==> config.mk <==
export PLATFORM = sky130hd
export DESIGN_NAME = alarm_trigger
export DESIGN_NICKNAME = d
export VERILOG_FILES = /design/src/rtl/alarm_pkg.sv /design/src/rtl/alarm_trigger_tone_gen.sv /design/src/rtl/alarm_trigger.sv
export SDC_FILE = /design/constraint.sdc
export NUM_CORES = 1
export LEC_CHECK = 0
export CAP_MARGIN = 20
export CORE_UTILIZATION = 45
export DETAILED_ROUTE_END_ITERATION = 12
export PLACE_DENSITY = 0.71
export SYNTH_ARGS = -nofsm -noshare
export SYNTH_HDL_FRONTEND = slang
export SYNTH_HIERARCHICAL = 1
export SYNTH_SLANG_ARGS = --single-unit
export TNS_END_PERCENT = 1
==> constraint.sdc <==
create_clock -name clk -period 2.95 [get_ports clk]
set_input_delay 0.4425 -clock clk [delete_from_list [all_inputs] [get_ports clk]]
set_output_delay 0.4425 -clock clk [all_outputs]
set_load 0.05 [all_outputs]
==> src/rtl/alarm_pkg.sv <==
// Shared types and constants for the alarm trigger block.
package alarm_pkg;

  typedef enum logic [1:0] {
    IDLE    = 2'd0,
    ARMED   = 2'd1,
    RINGING = 2'd2,
    SNOOZE  = 2'd3
  } alarm_state_t;

  localparam int DIGIT_W     = 4;
  localparam int SEC_PER_MIN = 60;

  // {HR1,HR0,MIN1,MIN0}, one BCD digit per field
  typedef struct packed {
    logic [DIGIT_W-1:0] hr1;
    logic [DIGIT_W-1:0] hr0;
    logic [DIGIT_W-1:0] min1;
    logic [DIGIT_W-1:0] min0;
  } bcd_time_t;

  function automatic int max_int(input int a, input int b);
    return (a > b) ? a : b;
  endfunction

endpackage

==> src/rtl/alarm_trigger_tone_gen.sv <==
// Buzzer tone generator: BEEP_DIV half-period divider plus optional
// once-per-second cadence gate (ALARM_CADENCE_EN).
module tone_gen #(
  parameter int BEEP_DIV = 50000
) (
  input  logic clk,
  input  logic rst,
  input  logic run,
  input  logic sec_tick,
  output logic tone_out
);

  localparam int DW = (BEEP_DIV > 1) ? $clog2(BEEP_DIV) : 1;

  logic [DW-1:0] div;
  logic          tone;

  always_ff @(posedge clk or posedge rst) begin
    if (rst) begin
      div  <= '0;
      tone <= 1'b0;
    end else if (!run) begin
      div  <= '0;
      tone <= 1'b0;
    end else if (div == DW'(BEEP_DIV - 1)) begin
      div  <= '0;
      tone <= ~tone;
    end else begin
      div  <= div + DW'(1);
    end
  end

`ifdef ALARM_CADENCE_EN
  // Idles at 1 so every ring burst opens with an audible second.
  logic gate;

  always_ff @(posedge clk or posedge rst) begin
    if (rst)               gate <= 1'b1;
    else if (!run)         gate <= 1'b1;
    else if (sec_tick)     gate <= ~gate;
  end

  assign tone_out = tone & gate;
`else
  logic unused_sec_tick;
  assign unused_sec_tick = sec_tick;
  assign tone_out        = tone;
`endif

endmodule

==> src/rtl/alarm_trigger.sv <==
// Alarm compare + ring/snooze/dismiss FSM driving buzzer and status.
// Optional beep-pause cadence selected by ALARM_CADENCE_EN.
module alarm_trigger
  import alarm_pkg::*;
#(
  parameter int SNOOZE_MIN     = 5,
  parameter int RING_TIMEOUT_S = 60,
  parameter int MAX_SNOOZE     = 3,
  parameter int BEEP_DIV       = 50000
) (
  input  logic        clk,
  input  logic        rst,
  input  logic [15:0] clock_time,
  input  logic [15:0] alarm_time,
  input  logic        sec_tick,
  input  logic        alarm_en,
  input  logic        load_active,
  input  logic        snooze,
  input  logic        dismiss,
  output logic        ringing,
  output logic        snoozed,
  output logic        buzzer,
  output logic [1:0]  snooze_cnt
);

  localparam int SNOOZE_S = SNOOZE_MIN * SEC_PER_MIN;
  localparam int CW       = $clog2(max_int(SNOOZE_S, RING_TIMEOUT_S) + 1);

  localparam logic [CW-1:0] SNOOZE_LIM = CW'(SNOOZE_S);
  localparam logic [CW-1:0] RING_LIM   = CW'(RING_TIMEOUT_S);
  localparam logic [1:0]    SNZ_CAP    = 2'(MAX_SNOOZE);

  alarm_state_t  st, st_n;
  logic [CW-1:0] sec_cnt, sec_n;
  logic [1:0]    snz_n;
  bcd_time_t     now_t, alm_t;
  logic          match, match_q, rise;
  logic          tone_out;

  assign now_t = clock_time;
  assign alm_t = alarm_time;
  assign match = (now_t == alm_t) && !load_active;
  // Edge-only trigger: arming or dismissing inside the match minute stays quiet.
  assign rise  = match && !match_q;

  always_ff @(posedge clk or posedge rst) begin
    if (rst) begin
      st         <= IDLE;
      sec_cnt    <= '0;
      snooze_cnt <= '0;
      match_q    <= 1'b0;
      ringing    <= 1'b0;
      snoozed    <= 1'b0;
      buzzer     <= 1'b0;
    end else begin
      st         <= st_n;
      sec_cnt    <= sec_n;
      snooze_cnt <= snz_n;
      match_q    <= match;
      ringing    <= (st == RINGING);
      snoozed    <= (st == SNOOZE);
      buzzer     <= (st == RINGING) && tone_out;
    end
  end

  always_comb begin
    st_n  = st;
    sec_n = sec_cnt;
    snz_n = snooze_cnt;
    if (!alarm_en) begin
      st_n  = IDLE;
      sec_n = '0;
      snz_n = '0;
    end else begin
      unique case (st)
        IDLE: st_n = ARMED;
        ARMED: begin
          if (rise) begin
            st_n  = RINGING;
            sec_n = '0;
          end
        end
        RINGING: begin
          if (dismiss) begin
            st_n  = ARMED;
            snz_n = '0;
          end else if (snooze && (snooze_cnt < SNZ_CAP)) begin
            st_n  = SNOOZE;
            snz_n = snooze_cnt + 2'd1;
            sec_n = '0;
          end else if (sec_cnt >= RING_LIM) begin
            st_n  = ARMED;
            snz_n = '0;
          end else if (sec_tick) begin
            sec_n = sec_cnt + CW'(1);
          end
        end
        SNOOZE: begin
          if (dismiss) begin
            st_n  = ARMED;
            snz_n = '0;
          end else if (sec_cnt >= SNOOZE_LIM) begin
            st_n  = RINGING;
            sec_n = '0;
          end else if (sec_tick) begin
            sec_n = sec_cnt + CW'(1);
          end
        end
        default: st_n = IDLE;
      endcase
    end
  end

  tone_gen #(.BEEP_DIV(BEEP_DIV)) u_tone (
    .clk      (clk),
    .rst      (rst),
    .run      (st == RINGING),
    .sec_tick (sec_tick),
    .tone_out (tone_out)
  );

endmodule

# [Word level (Yosys, flattened, before mapping)]
# Index checks and enable logic that the tools add are counted.
[totals] reg_bits=34 input_bits=39 out_inout_bits=5 elab_cells=68
[op_classes] n_addsub=3 n_lt_le_gt_ge=3 n_eq_ne=15 muxes=27 bitwise=1 reduce_logical=10
[op_table] cell="two-way mux 9 bit" count=8
[op_table] cell="two-way mux 16 bit" count=2
[op_table] cell="case mux 9 bit (3 select lines)" count=1
[op_table] cell="two-way mux 2 bit" count=12
[op_table] cell="adder 16 x 1 -> 16 bit, second input constant" count=1
[op_table] cell="== test 16 bit" count=1
[op_table] cell="== test 16 bit, second input constant" count=1
[op_table] cell="inequality test 3 bit, second input constant" count=4
[op_table] cell="adder 9 x 1 -> 9 bit, second input constant" count=1
[op_table] cell=">= comparator 9 x 6 -> 1 bit, second input constant" count=1
[op_table] cell=">= comparator 9 bit, second input constant" count=1
[op_table] cell="case mux 2 bit (4 select lines)" count=1
[op_table] cell="AND reduction 3 bit" count=2
[op_table] cell="inequality test 5 bit, second input constant" count=1
[op_table] cell="AND reduction 5 bit" count=1
[op_table] cell="== test 2 bit, second input constant" count=2
[op_table] cell="logical AND 1 bit" count=4
[op_table] cell="inequality test 4 x 1 -> 1 bit, second input constant" count=1
[op_table] cell="inequality test 4 x 3 -> 1 bit, second input constant" count=1
[op_table] cell="inequality test 4 bit, second input constant" count=1
[op_table] cell="case mux 2 bit (2 select lines)" count=1
[op_table] cell="inequality test 3 x 1 -> 1 bit, second input constant" count=1
[op_table] cell="adder 2 x 1 -> 2 bit, second input constant" count=1
[op_table] cell="== test 2 x 1 -> 1 bit, second input constant" count=1
[op_table] cell="6 further kinds" count=8

# [Longest topological paths before layout]
[logic_depth] word_depth=7 depth_mapped=9 depth_no_buf=8

# [Cells and area by module]
# The synthesis kept the hierarchy.
[by_module_without_submodules] mod="alarm_trigger" instances=1 cells_per_inst=139 area_per_inst_um2=1260.0 seq_area_each_um2=425.4
[by_module_without_submodules] mod="tone_gen" instances=1 cells_per_inst=83 area_per_inst_um2=963.4 seq_area_each_um2=425.4

# [Worst setup path after synthesis]
# Ideal clock, no wire load.
[synth_path] path_kind="register to register" startpoint="reg st[0]" endpoint="reg sec_cnt[6]" setup_ns=0.104 arrival_ns=2.200 t_required_ns=2.846 path_slack_ns=0.646 stages_incl_launch_ff=10 n_path_buf=2 period_less_slack_ns=2.304 path_cell_list="dfrtp_1 ha_1 clkbuf_1 inv_1 a2111o_1 nand2_1 a21boi_0 or4b_1 buf_6 o41ai_2"
[synth_via] elab_chain_cells=3 elab_cells_between_ends=11 cone_classes="8 x eq/ne; 2 x mux; 1 x reduce/logical"
[synth_rtl] item="start, declared" line_no="alarm_trigger.sv:33" text="alarm_state_t st, st_n;"
[synth_rtl] item="start signal, assigned" line_no="alarm_trigger.sv:56" text="st <= st_n;"
[synth_rtl] item="== test 2 bit or == test 2 x 1 -> 1 bit (tied branches)" line_no="alarm_trigger.sv:75" text="unique case (st)"
[synth_rtl] item="inequality test 4 bit (no line), or another cell as far along"
[synth_rtl] item="AND reduction 5 bit (no line) or two-way mux 9 bit (tied branches)"
[synth_rtl] item="end signal, assigned" line_no="alarm_trigger.sv:57" text="sec_cnt <= sec_n;"
[synth_rtl] item="end, declared" line_no="alarm_trigger.sv:34" text="logic [CW-1:0] sec_cnt, sec_n;"
# Several ways; a longest one is shown, not always the timed one.
# A chain may end at the register's enable or synchronous reset.

# [Worst setup path in the final report]
# Ends and elaborated chain as after synthesis.

==> key figures <==
Yosys
  – Yosys cell types: 51
  – Post-synthesis sequential area ratio: 38.3%
  – Syn_nets: 269
  – Ys Warns: 6
  – Synth Cell Area: 0.00222 mm^2
  – Seq cells post-synth: 34
  – Syn Area/Cell: 10.0 um^2
  – Ys flop type: dfrtp_1
  – Post-synth EDFFs: 0
  – Yosys top cell area share: 38.3%
  – Async SR Flop Fraction: 100%
  – Dominant cells by area after synthesis: dfrtp_1, xor2_1, xnor2_1
  – Area leader, netlist: dfrtp_1
  – Synthesized instance count: 222

Worst setup path
  – Critical R2R Capture: sec_cnt[6]$_DFFE_PP0P_
  – Worst Setup EP: sec_cnt[6]$_DFFE_PP0P_
  – Crit. Startpoint: st[0]$_DFFE_PP0P_
  – WS Path Type: flop to flop
  – Worst r2r src: st[0]$_DFFE_PP0P_
  – Type of origin of the critical path: flop
  – Critical path data arrival time: 2750 ps
  – Reg2reg setup slack: 380 ps
  – R2R depth: 7
  – Worst EP required: 3130 ps
  – Setup crit end kind: flop
  – Crit-path max FO: 10

Routing
  – DR DRC count: 0
  – Routed wire length: 4410 um
  – Wire length per cell: 13.1 um
  – DR iter-0 viols: 74
  – ANT nets after route: 0
  – Detailed-route via count: 1794
  – DR vias/cell: 5.32
  – TritonRoute pass-1 iters: 4

Die
  – Initial Util: 47.1%
  – CORE AREA: 0.00472 mm^2
  – Die Ht: 72.3 um
  – Die Area: 0.00523 mm^2
  – Ports: 44
  – # rows: 25
  – Chip Width: 72.3 um

CTS
  – TritonCTS buffer count: 5
  – Resized cells post-CTS: 0
  – CTS hold repair buffers: 0
  – Reg clk slew, reported paths: 60 ps
  – Setup repair bufs after CTS: 0
  – Htree depth: 2
  – Worst skew pair latency: 290 ps
  – CTS tree: done
  – Clk buf depth: 2
  – Clock root buffer: clkbuf_8
  – Clock sink count: 34

Final layout
  – Fill count: 427
  – Share of layout cells above drive strength 1: 13.7%
  – Total Nets Final: 317
  – # diodes: 0
  – Area grow syn2layout: 27.5%
  – Post-route design area: 0.00284 mm^2

Power
  – Leakage: 0.00116 uW
  – VDD IR-drop max: 0.280 mV
  – Power per cell area: 476 mW/mm^2

STA
  – Max Clk Rate: 0.390 GHz
  – Setup TNS: 0 ps
  – # setup viols final: 0
  – Min Tclk post-route: 2570 ps
  – Hold Vio Cnt, Final: 0
  – Worst clock skew: 5.26 ps
  – Worst slew margin: 52.7%
  – Max-slew violations: 0
  – RSZ-0062 raised after global routing: no
  – Final worst slack: 384 ps
  – Tcrit/Tclk final: 87.0%
  – Slew @ Worst Pin: 709 ps

GRT
  – Grt ovf: 0
  – First-pass GRT wire length: 7730 um
  – Largest net degree at the start of global routing: 18
  – GRT Total Usage: 18.8%
  – Vias in the first global route: 1761
  – Initial antenna violation count: 0

Placed design
  – Routability cong.: 0.765
  – Cell Area, Placed: 0.00272 mm^2
  – Dpl ws: 98.5 ps
  – IO Port Bufs: 43
  – Post-DP HPWL: 3440 um

Status
  – Outcome: complete, no violations

Min path
  – Hold Crit Class: flop to flop

Job
  – Max cap viols: 0
## logic make-up (layout without fill, tap and decap cells)
| logic type | Yosys count | after routing | synth area share [%] |
|---|---|---|---|
| flip-flops | 34 | 34 | 38.3 |
| AND/OR/NAND/NOR | 92 | 92 | 28.0 |
| multiplexers | 3 | 3 | 1.41 |
| AO/OA/AOI/OAI | 38 | 38 | 12.4 |
| buffers and inverters | 17 | 65 | 3.55 |
| XOR/XNOR | 30 | 30 | 11.8 |
| adder cells (fa/ha/maj) | 8 | 8 | 4.50 |
## report_power, final
part           total [uW]  internal, uW  switching, uW
clock                 431           270            161
sequential            520           491           28.6
combinational         399           176            223
total                1350           938            412
## critical path, cell delays in order (launching register included)
cell      delay, ps
dfrtp_1         440
ha_1            380
inv_1           140
a2111o_1        350
nand2_1          80
a21boi_0         70
or4b_1          670
o41ai_2         340
## per-stage QoR
step	util, %	total power, uW	instances	hold WS [ps]
floorplan	-	795	222	369
global placement	57.6	927	330	497
detailed placement	57.6	930	330	514
CTS	60.0	1370	337	528
global route	60.0	1440	337	566
finish	60.0	1350	337	529
## placed cells by master (no fill, tap or decap), types with 2 or more instances in the layout
cell / Yosys / final
clkdlybuf4s50_1: 0 / 43
dfrtp_1: 34 / 34
xor2_1: 18 / 18
nor2_1: 14 / 14
inv_1: 13 / 13
o21ai_0: 13 / 13
nand2_1: 12 / 12
xnor2_1: 12 / 12
nor2_2: 10 / 10
nand3_1: 9 / 9
ha_1: 8 / 8
nand4_1: 7 / 7
o31ai_1: 6 / 6
clkbuf_8: 0 / 6
nor3_1: 5 / 5
nor4_2: 5 / 5
nand2b_1: 4 / 4
nor2b_1: 4 / 4
a21oi_1: 4 / 4
nor4_1: 3 / 3
and2_1: 3 / 3
and3_1: 2 / 2
mux2i_1: 2 / 2
o2bb2ai_1: 2 / 2
buf_4: 0 / 2
nand3_2: 2 / 2
## layout make-up
| cell class | instances | area (um^2) | area share (%) |
|---|---|---|---|
| clock inverter | 1 | 30.0 | 1.06 |
| multi-input combinational | 171 | 1290 | 45.6 |
| sequential | 34 | 851 | 30.0 |
| inverter | 13 | 48.8 | 1.72 |
| clock buffer | 6 | 82.6 | 2.91 |
| tap | 67 | 83.8 | 2.96 |
| timing repair buffer | 45 | 445 | 15.7 |
## cells in the mapped netlist, types with 2 or more instances
| cell | instances |
|---|---|
| and3_1 | 2 |
| nor4_2 | 5 |
| nand2_1 | 12 |
| inv_1 | 13 |
| xor2_1 | 18 |
| nor2_2 | 10 |
| mux2i_1 | 2 |
| nor3_1 | 5 |
| nor2_1 | 14 |
| ha_1 | 8 |
| nand4_1 | 7 |
| nand3_2 | 2 |
| and2_1 | 3 |
| dfrtp_1 | 34 |
| nand2b_1 | 4 |
| nand3_1 | 9 |
| a21oi_1 | 4 |
| o31ai_1 | 6 |
| nor4_1 | 3 |
| o21ai_0 | 13 |
| buf_6 | 2 |
| nor2b_1 | 4 |
| clkbuf_1 | 2 |
| o2bb2ai_1 | 2 |
| xnor2_1 | 12 |
## sequential cells by signal, indices dropped and copies added (netlist names)
signal / count
buzzer: 1
match_q: 1
ringing: 1
sec_cnt: 9
snooze_cnt: 2
snoozed: 1
st: 2
u_tone/div: 16
u_tone/tone_out: 1
## layer usage
layer	part of all wire, %	up-vias	GRT usage (%)
li1	-	886	-
met5	0	-	0
met1	42	856	23.4
met2	53	46	32.7
met4	1.1	0	5.88
met3	3.9	6	3.75
## worst min path at each step
stage          slack (ps)                endpoint                         from  cells after the start
2_1_floorplan         370        buzzer$_DFF_PP0_                          rst                      1
3_3_place_gp          500        buzzer$_DFF_PP0_  u_tone/tone_out$_DFFE_PP0P_                      1
3_5_place_dp          510        buzzer$_DFF_PP0_  u_tone/tone_out$_DFFE_PP0P_                      1
4_1_cts               530        buzzer$_DFF_PP0_  u_tone/tone_out$_DFFE_PP0P_                      1
5_1_grt               570  sec_cnt[7]$_DFFE_PP0P_       sec_cnt[7]$_DFFE_PP0P_                      1
6_report              530        buzzer$_DFF_PP0_  u_tone/tone_out$_DFFE_PP0P_                      1
Note: power is estimated with default switching activity, not from simulation.
